`config.mk`:
```
export PLATFORM = sky130hd
export DESIGN_NAME = artemis_ddr3_port_master
export DESIGN_NICKNAME = d
export VERILOG_FILES = /design/src/rtl/artemis_ddr3_pkg.sv /design/src/rtl/artemis_ddr3_watchdog.sv /design/src/rtl/artemis_ddr3_port_master.sv
export SDC_FILE = /design/constraint.sdc
export NUM_CORES = 1
export LEC_CHECK = 0
export ABC_AREA = 1
export BUFFER_PORTS_ARGS = -buffer_cell sky130_fd_sc_hd__buf_2
export CAP_MARGIN = 20
export CORE_MARGIN = 3
export CORE_UTILIZATION = 40
export CTS_CLUSTER_SIZE = 12
export DETAILED_ROUTE_END_ITERATION = 8
export GPL_ROUTABILITY_DRIVEN = 0
export PLACE_DENSITY_LB_ADDON = 0.12
export SLEW_MARGIN = 30
export SYNTH_ARGS = -nofsm -noshare
export SYNTH_HDL_FRONTEND = slang
export SYNTH_HIERARCHICAL = 1
export SYNTH_SLANG_ARGS = --single-unit
```
`constraint.sdc`:
```
create_clock -name clk -period 2.3 [get_ports clk]
set_clock_uncertainty 0.05 [all_clocks]
set_input_delay 0.46 -clock clk [delete_from_list [all_inputs] [get_ports clk]]
set_output_delay 0.46 -clock clk [all_outputs]
set_load 0.01 [all_outputs]
```
`src/rtl/artemis_ddr3_pkg.sv`:
```
// Shared definitions for the artemis DDR3 user-port master: MCB command codes,
// FSM state encoding and sticky error-flag bit positions.
package artemis_ddr3_pkg;

   localparam logic [2:0] CMD_WR      = 3'b000;
   localparam logic [2:0] CMD_RD      = 3'b001;
   localparam logic [2:0] CMD_WR_AP   = 3'b010;
   localparam logic [2:0] CMD_RD_AP   = 3'b011;
   localparam logic [2:0] CMD_REFRESH = 3'b100;

   typedef enum logic [2:0] {
      ST_IDLE     = 3'd0,
      ST_WR_FILL  = 3'd1,
      ST_WR_CMD   = 3'd2,
      ST_RD_CMD   = 3'd3,
      ST_RD_DRAIN = 3'd4,
      ST_DONE     = 3'd5
   } state_e;

   localparam int ERR_W           = 5;
   localparam int ERR_WR_UNDERRUN = 0;
   localparam int ERR_WR_ERROR    = 1;
   localparam int ERR_RD_OVERFLOW = 2;
   localparam int ERR_RD_ERROR    = 3;
   localparam int ERR_TIMEOUT     = 4;

   // The port takes word-aligned byte addresses only.
   function automatic logic [29:0] align_addr(input logic [29:0] a);
      return {a[29:2], 2'b00};
   endfunction

endpackage

```
`src/rtl/artemis_ddr3_watchdog.sv`:
```
// Idle-cycle watchdog: counts consecutive enabled cycles without a transfer and
// flags expiry on the TIMEOUT_CYCLES-th such cycle.
module artemis_ddr3_watchdog #(
   parameter int TIMEOUT_CYCLES = 4096,
   parameter int TO_WIDTH       = 13
) (
   input  logic clk,
   input  logic rst_n,
   input  logic en_i,
   input  logic clr_i,
   output logic expire_o
);

   localparam logic [TO_WIDTH-1:0] LAST = TO_WIDTH'(TIMEOUT_CYCLES - 1);

   logic [TO_WIDTH-1:0] cnt_q, cnt_d;

   assign expire_o = en_i && !clr_i && (cnt_q == LAST);

   always_comb begin
      cnt_d = cnt_q + 1'b1;
      if (!en_i || clr_i || (cnt_q == LAST)) begin
         cnt_d = '0;
      end
   end

   always_ff @(posedge clk or negedge rst_n) begin
      if (!rst_n) begin
         cnt_q <= '0;
      end else begin
         cnt_q <= cnt_d;
      end
   end

endmodule

```
`src/rtl/artemis_ddr3_port_master.sv`:
```
// Master for one artemis DDR3 user port: writes fill the write FIFO before the
// command is pushed, reads push the command and then drain the read FIFO.
module artemis_ddr3_port_master
   import artemis_ddr3_pkg::*;
#(
   parameter int TIMEOUT_CYCLES = 4096,
   parameter int TO_WIDTH       = 13
) (
   input  logic        clk,
   input  logic        rst_n,
   input  logic        calibration_done,
   input  logic        req_valid,
   output logic        req_ready,
   input  logic        req_write,
   input  logic [29:0] req_addr,
   input  logic [5:0]  req_bl,
   input  logic [31:0] wdata,
   input  logic        wdata_valid,
   output logic        wdata_ready,
   output logic [31:0] rdata,
   output logic        rdata_valid,
   input  logic        rdata_ready,
   output logic        done,
   output logic [4:0]  err_flags,
   output logic        busy,
   output logic        cmd_en,
   output logic [2:0]  cmd_instr,
   output logic [5:0]  cmd_bl,
   output logic [29:0] cmd_byte_addr,
   input  logic        cmd_full,
   output logic        wr_en,
   output logic [3:0]  wr_mask,
   output logic [31:0] wr_data,
   input  logic        wr_full,
   input  logic        wr_underrun,
   input  logic        wr_error,
   output logic        rd_en,
   input  logic [31:0] rd_data,
   input  logic        rd_empty,
   input  logic        rd_overflow,
   input  logic        rd_error
);

   state_e            state_q, state_d;
   logic              rd_q, rd_d;
   logic [5:0]        bl_q, bl_d;
   logic [29:0]       addr_q, addr_d;
   logic [5:0]        wcnt_q, wcnt_d;
   logic [ERR_W-1:0]  err_q, err_d;

   logic accept;
   logic xfer;
   logic last_xfer;
   logic wd_en;
   logic wd_expire;

   // req_ready is gated by rst_n so every handshake output is low while reset is held.
   assign req_ready   = rst_n && calibration_done && (state_q == ST_IDLE);
   assign accept      = req_valid && req_ready;

   assign wdata_ready = (state_q == ST_WR_FILL) && !wr_full;
   assign wr_en       = wdata_valid && wdata_ready;
   assign wr_data     = wdata;
   assign wr_mask     = 4'b0000;

   assign rdata       = rd_data;
   assign rdata_valid = (state_q == ST_RD_DRAIN) && !rd_empty;
   assign rd_en       = rdata_valid && rdata_ready;

   assign cmd_en        = ((state_q == ST_WR_CMD) || (state_q == ST_RD_CMD)) && !cmd_full;
   assign cmd_instr     = rd_q ? CMD_RD : CMD_WR;
   assign cmd_bl        = bl_q;
   assign cmd_byte_addr = addr_q;

   assign done      = (state_q == ST_DONE);
   assign busy      = (state_q != ST_IDLE);
   assign err_flags = err_q;

   assign xfer      = wr_en || rd_en;
   assign last_xfer = xfer && (wcnt_q == bl_q);
   assign wd_en     = (state_q == ST_WR_FILL) || (state_q == ST_RD_DRAIN);

   artemis_ddr3_watchdog #(
      .TIMEOUT_CYCLES (TIMEOUT_CYCLES),
      .TO_WIDTH       (TO_WIDTH)
   ) u_watchdog (
      .clk      (clk),
      .rst_n    (rst_n),
      .en_i     (wd_en),
      .clr_i    (xfer),
      .expire_o (wd_expire)
   );

   always_comb begin
      state_d = state_q;
      rd_d    = rd_q;
      bl_d    = bl_q;
      addr_d  = addr_q;
      wcnt_d  = wcnt_q;
      err_d   = err_q;

      if (xfer) begin
         wcnt_d = wcnt_q + 1'b1;
      end

      case (state_q)
         ST_IDLE: begin
            if (accept) begin
               state_d = req_write ? ST_WR_FILL : ST_RD_CMD;
               rd_d    = !req_write;
               bl_d    = req_bl;
               addr_d  = align_addr(req_addr);
               wcnt_d  = '0;
               err_d   = '0;
            end
         end
         // A timed-out write skips WR_CMD so no command is pushed for partial data.
         ST_WR_FILL: begin
            if (wd_expire) begin
               state_d = ST_DONE;
            end else if (last_xfer) begin
               state_d = ST_WR_CMD;
            end
         end
         ST_WR_CMD: begin
            if (!cmd_full) begin
               state_d = ST_DONE;
            end
         end
         ST_RD_CMD: begin
            if (!cmd_full) begin
               state_d = ST_RD_DRAIN;
            end
         end
         ST_RD_DRAIN: begin
            if (wd_expire || last_xfer) begin
               state_d = ST_DONE;
            end
         end
         ST_DONE: begin
            state_d = ST_IDLE;
         end
         default: begin
            state_d = ST_IDLE;
         end
      endcase

      // Controller error inputs are sticky and only reported, never acted upon.
      if (wd_expire)   err_d[ERR_TIMEOUT]     = 1'b1;
      if (wr_underrun) err_d[ERR_WR_UNDERRUN] = 1'b1;
      if (wr_error)    err_d[ERR_WR_ERROR]    = 1'b1;
      if (rd_overflow) err_d[ERR_RD_OVERFLOW] = 1'b1;
      if (rd_error)    err_d[ERR_RD_ERROR]    = 1'b1;
   end

   always_ff @(posedge clk or negedge rst_n) begin
      if (!rst_n) begin
         state_q <= ST_IDLE;
         rd_q    <= 1'b0;
         bl_q    <= '0;
         addr_q  <= '0;
         wcnt_q  <= '0;
         err_q   <= '0;
      end else begin
         state_q <= state_d;
         rd_q    <= rd_d;
         bl_q    <= bl_d;
         addr_q  <= addr_d;
         wcnt_q  <= wcnt_d;
         err_q   <= err_d;
      end
   end

endmodule

```
==> metrics <==
Worst EP required 2.52 ns; Pleak 2.05 nW; share of cells above drive strength 1 0.324; PortBufs 95; Multi-input gate area 1200 um^2; Setup-failing EPs final 0; RSZ-0062 raised after global routing no; Synth Area per Inst 8.34 um^2; most common cell in the netlist nand2_1; worst hold slack 0.246 ns; total number of vias 2,562; post-CTS sizing 0; synth-to-layout area growth 9.07%; vias per cell 4.58; Worst Setup Start Kind register; CTS Buf Count 9; total power 4.41 mW; WP buf/inv 3; global route total overflow 0; standard-cell rows 33; Clk Latency, worst-skew pair 0.33 ns; initial core utilization 0.416; Synth top cells by count 139 x nand2_1, 73 x buf_4, 62 x dfrtp_1, 26 x inv_1, 18 x nor2_1; die height 98.7 um; core area 8260 um^2; global route hottest layer met2; Die W 98.7 um; ys flop type dfrtp_1; largest net degree at the start of global routing 63; setup ws final 0.289 ns; Syn Inst Count 412; Initial DRC Count 52; PwrDens 1180 nW/um^2; pre-CTS setup slack 0.216 ns; synth unique cells 29; sequential element share of the synthesized area 0.452; critical path's slowest cell dfrtp_1; Crit Path Category register to register; CP Cell Sequence nor2_2 -> nand2_1 -> nand2_1 -> inv_1 -> nor2_1 -> inv_1 -> nor3_2 -> inv_1 -> o21ai_0 -> o21ai_0 -> nand3b_1 -> nand2_1; Yosys warnings 6; max incr delay on CP 0.45 ns; fmax 0.497 GHz; VDD IR max 0.525 mV; number of synthesized flops with an enable pin 0; die area 9730 um^2; Post-Syn Area 3430 um^2; HP Class primary input to register; first-pass GRT wire length 11,900 um; Slew headroom 0.470; worst-path maximum fanout 5; Post-synth ARST share 1.00; TNS Setup 0 ns; met1 usage 0.188; antenna viol nets, final 0; H-tree level count 3; Critical Path AT 2.23 ns; vias in the first global route 2,558; max cap viols 0; initial antenna violation count 0; status finished clean; hold_buf cts 0; first drt pass iteration count 5; Residual DRC 0; Ports 234; # clock sinks 62; cell family with most CP delay simple AND/OR/NAND/NOR gates; CTS clk-pin slew, worst paths 0.07 ns; Min Clock Period, post-route 2.01 ns; hpwl dp 5080 um; CP endpoint kind register; fin crit share 0.874; Fillers 865; # Post-CTS Setup Buffers 0; final net count 565; CTS root buffer clkbuf_8; met3 Use GR 0.0616; per-cell routed wire length 12.7 um; post-synth top area share 0.452; Hold Vio Cnt, Final 0; area of placed instances 3500 um^2; final instance area 3750 um^2; worst-case clock buffer depth 2; CTS tree done; Slew Limit Fails 0; post-synthesis register bit count 62; Register Area 1550 um^2; DRT Wirelength 7110 um; Yosys top cell by area dfrtp_1; Slew @ Worst Pin 0.795 ns; routing usage on met2 0.229; synth top area cells dfrtp_1 45%, buf_4 16%, nand2_1 15%; diode count 0; GR Util All Layers 0.153
-- report_power, final --
| part | switching [mW] | internal, mW |
|---|---|---|
| Combinational | 0.908 | 0.631 |
| Clock | 0.422 | 0.698 |
| Sequential | 0.280 | 1.47 |
-- layout make-up --
cell class,instances,share of cell area
Clock buffer,13,0.0451
Sequential cell,62,0.414
Inverter,29,0.0297
Clock inverter,3,0.0174
Timing Repair Buffer,100,0.137
Multi-Input combinational cell,247,0.322
Tap cell,105,0.0351
-- metal layers --
layer / share of wire / vias up
met5: 0 / -
met4: 0.027 / 0
met3: 0.085 / 25
met2: 0.45 / 100
met1: 0.44 / 1182
li1: - / 1255
-- path summary, 6_finish.rpt --
check	end	slack (ns)	cells after the start	from
setup / recovery	state_q[2]	0.29	12	state_q[1]
hold / removal	err_flags[3]	0.25	2	rd_error
min in group asynchronous	u_watchdog/cnt_q[3]	0.31	2	rst_n
max in group asynchronous	cmd_bl[3]	1.34	2	rst_n
setup reg to reg	state_q[2]	0.29	12	state_q[1]
hold reg to reg	cmd_byte_addr[10]	0.43	2	cmd_byte_addr[10]
-- logic make-up (layout without fill, tap and decap cells) --
kind of cell             after synthesis  count (layout)  synth area share
AND/OR/NAND/NOR                      203             203             0.262
flip-flops                            62              62             0.452
XOR/XNOR                              12              12            0.0306
other                                  1               8           0.00109
adder cells (fa/ha/maj)                2               2           0.00728
AO/OA/AOI/OAI                         22              22            0.0404
buffers and inverters                110             145             0.207
-- metrics by stage --
step / utilization / instances
floorplan: - / 419
global placement: 0.424 / 543
detailed placement: 0.424 / 543
CTS: 0.453 / 559
global route: 0.454 / 559
finish: 0.454 / 559
-- flip-flops by register name, indices dropped and copies added (netlist names) --
register,flops
cmd_byte_addr,28
u_watchdog/cnt_q,13
cmd_bl,6
wcnt_q,6
err_flags,5
state_q,3
rd_q,1
-- placed cells by master (no fill, tap or decap), types with 8 or more instances in the layout --
cell type,netlist,final
nand2_1,139,139
clkbuf_8,0,12
conb_1,1,8
o21ai_0,8,8
dfrtp_1,62,62
nand3_1,11,11
nor2_1,18,17
inv_1,26,26
buf_2,5,95
nor2_2,13,14
Note: power is estimated with default switching activity, not from simulation.
